## src/rtl/scope_pkg.sv

```systemverilog
// ---------------------------------------------------------------------------
// scope_pkg
// Shared definitions for the ADC SPI reader: FSM state type, frame geometry
// and default parameter values, plus small state-decode helpers used by the
// top level to derive its registered outputs.
// ---------------------------------------------------------------------------
package scope_pkg;

    // Frame geometry: every ADC frame is 16 SCLK periods long.
    localparam int FRAME_BITS   = 16;
    localparam int HALF_PERIODS = 2 * FRAME_BITS;

    // Default parameter values for adc_spi_reader.
    localparam int DEF_CLK_DIV   = 2;
    localparam int DEF_LEAD_BITS = 3;
    localparam int DEF_DATA_BITS = 8;

    // Encodings are fixed so that existing debug tooling reading the raw
    // state value keeps working.
    typedef enum logic [2:0] {
        ST_IDLE     = 3'd0,
        ST_CS_SETUP = 3'd1,
        ST_SHIFT    = 3'd2,
        ST_CS_HOLD  = 3'd3,
        ST_WAIT     = 3'd4
    } state_t;

    // Chip select is asserted from setup through hold; released in IDLE/WAIT.
    function automatic logic cs_active(input state_t s);
        return (s == ST_CS_SETUP) || (s == ST_SHIFT) || (s == ST_CS_HOLD);
    endfunction

    // Divider runs freely only while a timed phase is in progress.
    function automatic logic divider_hold(input state_t s);
        return (s == ST_IDLE) || (s == ST_WAIT);
    endfunction

endpackage

```

## src/rtl/tick_divider.sv

```systemverilog
// ---------------------------------------------------------------------------
// tick_divider
// Generates the SCLK half-period tick: 'tick' is high in the last clk cycle
// of every CLK_DIV-cycle window. 'clear' preloads the counter so that the
// first window after clear is a full CLK_DIV cycles long.
//
// Ports
//   clk   : clock, rising edge
//   rst   : synchronous active-high reset (counter to 0)
//   clear : synchronous reload to CLK_DIV-1
//   tick  : window-end strobe
// ---------------------------------------------------------------------------
module tick_divider
    import scope_pkg::*;
#(
    parameter int CLK_DIV = DEF_CLK_DIV
) (
    input  logic clk,
    input  logic rst,
    input  logic clear,
    output logic tick
);

    localparam logic [3:0] RELOAD = 4'(CLK_DIV - 1);

    logic [3:0] count;

    always_ff @(posedge clk) begin
        if (rst) begin
            count <= '0;
        end else if (clear || (count == '0)) begin
            count <= RELOAD;
        end else begin
            count <= count - 4'd1;
        end
    end

    assign tick = (count == '0);

endmodule

```

## src/rtl/adc_spi_reader.sv

```systemverilog
// ---------------------------------------------------------------------------
// adc_spi_reader
// Periodically reads a serial ADC: drives chip select and SCLK, samples
// adc_miso on every SCLK rising edge, checks the leading bits for zero and
// assembles a DATA_BITS sample MSB first. Each completed frame produces a
// one-cycle sample_valid strobe, followed by rate_div+1 idle cycles.
//
// Ports
//   clk          : clock, rising edge
//   rst          : synchronous active-high reset
//   enable       : start/continue conversions while high
//   rate_div     : extra idle cycles between frames (latched per frame)
//   adc_miso     : serial data from ADC (already synchronised)
//   adc_cs_n     : ADC chip select, active low
//   adc_sclk     : ADC serial clock, idle high
//   sample_data  : last captured sample
//   sample_valid : one-cycle strobe when sample_data/sample_err update
//   sample_err   : a leading bit of the last frame was 1
//   busy         : high in every state except IDLE
// ---------------------------------------------------------------------------
module adc_spi_reader
    import scope_pkg::*;
#(
    parameter int CLK_DIV   = DEF_CLK_DIV,
    parameter int LEAD_BITS = DEF_LEAD_BITS,
    parameter int DATA_BITS = DEF_DATA_BITS
) (
    input  logic                 clk,
    input  logic                 rst,
    input  logic                 enable,
    input  logic [7:0]           rate_div,
    input  logic                 adc_miso,
    output logic                 adc_cs_n,
    output logic                 adc_sclk,
    output logic [DATA_BITS-1:0] sample_data,
    output logic                 sample_valid,
    output logic                 sample_err,
    output logic                 busy
);

    localparam logic [4:0] LAST_HALF = 5'(HALF_PERIODS - 1);

    state_t               state;
    state_t               state_n;
    logic [4:0]           half;
    logic [4:0]           half_n;
    logic [7:0]           wait_cnt;
    logic [7:0]           wait_n;
    logic [DATA_BITS-1:0] shreg;
    logic [DATA_BITS-1:0] shreg_n;
    logic                 err_acc;
    logic                 err_n;
    logic                 tick;
    logic                 div_clear;
    logic                 capture;
    logic [3:0]           bit_idx;
    logic                 frame_done;

    // Divider is held in reload outside the timed phases, so CS_SETUP always
    // starts with a full CLK_DIV window; between phases it reloads by itself.
    assign div_clear = divider_hold(state);

    tick_divider #(
        .CLK_DIV (CLK_DIV)
    ) u_tick (
        .clk   (clk),
        .rst   (rst),
        .clear (div_clear),
        .tick  (tick)
    );

    // Even half-periods have SCLK low; the tick ending one is the edge where
    // SCLK goes 0->1, which is when the ADC bit is taken.
    assign bit_idx    = half[4:1];
    assign capture    = (state == ST_SHIFT) && tick && !half[0];
    assign frame_done = (state == ST_CS_HOLD) && tick;

    always_comb begin
        state_n = state;
        half_n  = half;
        wait_n  = wait_cnt;
        unique case (state)
            ST_IDLE: begin
                if (enable) begin
                    state_n = ST_CS_SETUP;
                end
            end
            ST_CS_SETUP: begin
                if (tick) begin
                    state_n = ST_SHIFT;
                    half_n  = '0;
                end
            end
            ST_SHIFT: begin
                if (tick) begin
                    if (half == LAST_HALF) begin
                        state_n = ST_CS_HOLD;
                    end else begin
                        half_n = half + 5'd1;
                    end
                end
            end
            ST_CS_HOLD: begin
                if (tick) begin
                    state_n = ST_WAIT;
                    wait_n  = rate_div;
                end
            end
            ST_WAIT: begin
                if (wait_cnt == '0) begin
                    state_n = enable ? ST_CS_SETUP : ST_IDLE;
                end else begin
                    wait_n = wait_cnt - 8'd1;
                end
            end
            default: begin
                state_n = ST_IDLE;
            end
        endcase
    end

    // Frame accumulators: cleared during setup, fed on each SCLK rising edge.
    always_comb begin
        shreg_n = shreg;
        err_n   = err_acc;
        if (state == ST_CS_SETUP) begin
            shreg_n = '0;
            err_n   = 1'b0;
        end else if (capture) begin
            if (int'(bit_idx) < LEAD_BITS) begin
                err_n = err_acc | adc_miso;
            end else if (int'(bit_idx) < LEAD_BITS + DATA_BITS) begin
                shreg_n    = shreg << 1;
                shreg_n[0] = adc_miso;
            end
        end
    end

    // Outputs are registered from the next-state decode so they change
    // together with the state register.
    always_ff @(posedge clk) begin
        if (rst) begin
            state        <= ST_IDLE;
            half         <= '0;
            wait_cnt     <= '0;
            shreg        <= '0;
            err_acc      <= 1'b0;
            adc_cs_n     <= 1'b1;
            adc_sclk     <= 1'b1;
            sample_data  <= '0;
            sample_valid <= 1'b0;
            sample_err   <= 1'b0;
            busy         <= 1'b0;
        end else begin
            state        <= state_n;
            half         <= half_n;
            wait_cnt     <= wait_n;
            shreg        <= shreg_n;
            err_acc      <= err_n;
            adc_cs_n     <= !cs_active(state_n);
            adc_sclk     <= (state_n == ST_SHIFT) ? half_n[0] : 1'b1;
            busy         <= (state_n != ST_IDLE);
            sample_valid <= frame_done;
            if (frame_done) begin
                sample_data <= shreg;
                sample_err  <= err_acc;
            end
        end
    end

endmodule

```

## config.mk

```make
export PLATFORM = sky130hd
export DESIGN_NAME = adc_spi_reader
export DESIGN_NICKNAME = d
export VERILOG_FILES = /design/src/rtl/scope_pkg.sv /design/src/rtl/tick_divider.sv /design/src/rtl/adc_spi_reader.sv
export SDC_FILE = /design/constraint.sdc
export NUM_CORES = 1
export LEC_CHECK = 0
export CORE_ASPECT_RATIO = 1.25
export CORE_MARGIN = 2
export CORE_UTILIZATION = 30
export CTS_CLUSTER_DIAMETER = 50
export DETAILED_ROUTE_END_ITERATION = 10
export PLACE_DENSITY = 0.53
export SLEW_MARGIN = 20
export SYNTH_ARGS = -nofsm -noshare
export SYNTH_HDL_FRONTEND = slang
export SYNTH_SLANG_ARGS = --single-unit
```

## constraint.sdc

```tcl
create_clock -name clk -period 3.6 [get_ports clk]
set_input_delay 0.9 -clock clk [delete_from_list [all_inputs] [get_ports clk]]
set_output_delay 0.9 -clock clk [all_outputs]
set_load 0.005 [all_outputs]
```

==> results.cfg <==
[sta]
hold_violations = 0
fin_crit_ns = 2.35
setup_viol = 0
worst_pin_slew_ns = 0.651
final.setup_skew_ns = 0.00478
period_share_pct = 65.2
rsz0062_at_grt = no
timing.fmax_mhz = 426
setup_tns_ns = 0
drv_slew = 0
slew_headroom_pct = 56.3
timing.hold.ws_ns = 0.455

[route]
num_vias = 1725
wl_per_cell_um = 13.6
drt.antenna.violating_nets = 0
wl_mm = 4.68
drtPass1Iterations = 4
drt_iter0_markers = 71
drc = 0
vias_per_cell = 5.03

[clock_tree]
root_buffer = clkbuf_8
cts_resized = 0
cts_sinks = 42
clock_path_buffers = 2
clkLatencyLatePin_ns = 0.29
numCtsBuffers = 5
ctsHoldBuffers = 0
h-tree-depth = 2
clk_pin_slew_worst_paths_ns = 0.08
tritoncts = yes
postCtsSetupRepairBufs = 0

[logic_synthesis]
ys_async_sr_fraction_pct = 0
yosysUniqueCellTypes = 56
syn_avg_cell_area_um2 = 8.61
ys_seq_area_share_pct = 41.5
yosys_most_used_dff = dfxtp_1
synth_warnings = 0
synthCells = 235
synth_nets = 251
synth-edff-count = 0
syn_area_mm2 = 0.00202
synth_seq_cells = 42

[min_path]
hold_path_end = sample_data[7]
min_path_type = flop to flop
hp-start = sample_data[7]
hold_depth = 2

[critical_path]
critPathKind = input port to flop
required_ns = 3.78
reg2reg_depth = 6
reg2reg_from = u_tick.count[0]
crit_path_end_kind = flop
worstPathArrival_ns = 2.53
startpoint_type = input port
cp_max_fo = 12
r2r_slack_ns = 1.40
r2r_end = wait_cnt[3]

[global_route]
grt_antenna_before_repair = 0
grt_pass1_wl_mm = 7.80
grtUsageTotal_pct = 13.3
grt_max_degree = 19
grt_pass1_vias = 1700
overflow = 0

[placed_design]
gp_congestion = 0.758
dp_hpwl_mm = 3.39
portBuffers = 24

[final_layout]
seqCellArea_um2 = 841
fill_cells = 702
nNetsFinal = 271
n_antenna_cell = 0
drive_gt1_share_pct = 7.81
final_common_cell = dfxtp_1
multi_input_area_mm2 = 0.00108
final_cell_mix = dfxtp_1, nand2_1, a21oi_1
area_delta_synth_final_pct = 18.4
finish.utilization_pct = 36.5

[floorplanning]
die-area_mm2 = 0.00743
num_io_pins = 25
core_area_mm2 = 0.00657
initial_core_util_pct = 30.8
num_rows = 33
die_width_um = 77.5
die_h_um = 95.8

[pwr]
leakage_uw = 0.000825
power.density_mw_per_mm2 = 377
peakVddDrop_v = 0.000132

[flow_run]
drv_cap = 0

[run_status]
status = completed
registers in the layout, summed over array words and instances (netlist names):
signal / cells
err_acc: 1
adc_cs_n: 1
u_tick.count: 4
wait_cnt: 8
sample_valid: 1
sample_data: 8
sample_err: 1
half: 5
adc_sclk: 1
shreg: 8
state: 3
busy: 1
final cells by class:
| class | instances | area share, % |
|---|---|---|
| clock buffer | 6 | 3.03 |
| clock inverter | 2 | 0.574 |
| inverter | 8 | 1.25 |
| multi-input combinational | 173 | 45.2 |
| sequential | 42 | 35.1 |
| tap | 87 | 4.54 |
| timing repair buffer | 25 | 10.3 |
where the power goes:
group | switching, uW | total, uW | leakage (uW) | internal (uW)
Sequential | 16.1 | 492 | 0.000340 | 476
Clock | 162 | 299 | 0.0000452 | 137
Combinational | 59.3 | 113 | 0.000440 | 53.6
Total | 238 | 904 | 0.000825 | 667
cell usage after synthesis, types with 2 or more instances:
| cell | n | area, um2 |
|---|---|---|
| a211oi_1 | 2 | 15.0 |
| a21oi_1 | 28 | 140 |
| a31oi_1 | 4 | 25.0 |
| and3_1 | 3 | 18.8 |
| buf_2 | 3 | 15.0 |
| buf_4 | 4 | 30.0 |
| clkbuf_1 | 4 | 15.0 |
| dfxtp_1 | 42 | 841 |
| ha_1 | 4 | 50.1 |
| inv_1 | 7 | 26.3 |
| nand2_1 | 33 | 124 |
| nand3_1 | 13 | 65.1 |
| nand3b_1 | 3 | 22.5 |
| nor2_1 | 14 | 52.6 |
| nor2b_1 | 3 | 18.8 |
| nor3_1 | 3 | 15.0 |
| nor3b_1 | 4 | 30.0 |
| nor4_2 | 2 | 25.0 |
| o211ai_1 | 2 | 15.0 |
| o21ai_0 | 10 | 50.1 |
| o311ai_0 | 2 | 17.5 |
| o31a_1 | 2 | 17.5 |
| o32ai_1 | 4 | 35.0 |
| or3_1 | 3 | 18.8 |
| xnor2_1 | 4 | 35.0 |
| xor2_1 | 2 | 17.5 |
per-layer routing:
metal  wire [um]  GRT usage, %  up-vias
li1            -             -      893
met1        2100          14.9      811
met2        2400          23.4       19
met3         120          3.47        2
met4          54          6.85        0
met5           0             0        -
metrics by stage:
stage,setup WS [ns],area [um2],total power [uW],instances
after floorplan,1.83,2020,578,235
after global placement,0.956,2310,617,335
after detailed placement,0.922,2310,617,335
after CTS,1.24,2400,917,343
after global routing,1.09,2400,954,343
final,1.25,2400,904,343
kinds of logic (layout without fill, tap and decap cells):
kind of cell / Yosys count / after routing / share of synthesized area, %
buffers and inverters: 20 / 41 / 5.01
flip-flops: 42 / 42 / 41.5
adder cells (fa/ha/maj): 4 / 4 / 2.47
XOR/XNOR: 6 / 6 / 2.60
AND/OR/NAND/NOR: 95 / 95 / 26.8
AO/OA/AOI/OAI: 68 / 68 / 21.6
how the worst max path moves through the flow:
stage | start | endpoint | slack [ns]
6_report | rst | err_acc | 1.25
5_1_grt | rst | err_acc | 1.09
4_1_cts | rst | err_acc | 1.24
3_5_place_dp | rst | err_acc | 0.92
3_3_place_gp | rst | err_acc | 0.96
2_1_floorplan | enable | busy | 1.83
critical path: stages:
cell and delay [ns]:
clkdlybuf4s50_1 0.78, clkinv_1 0.39, nand2_1 0.36, nor2_1 0.08
Note: power is estimated with default switching activity, not from simulation.
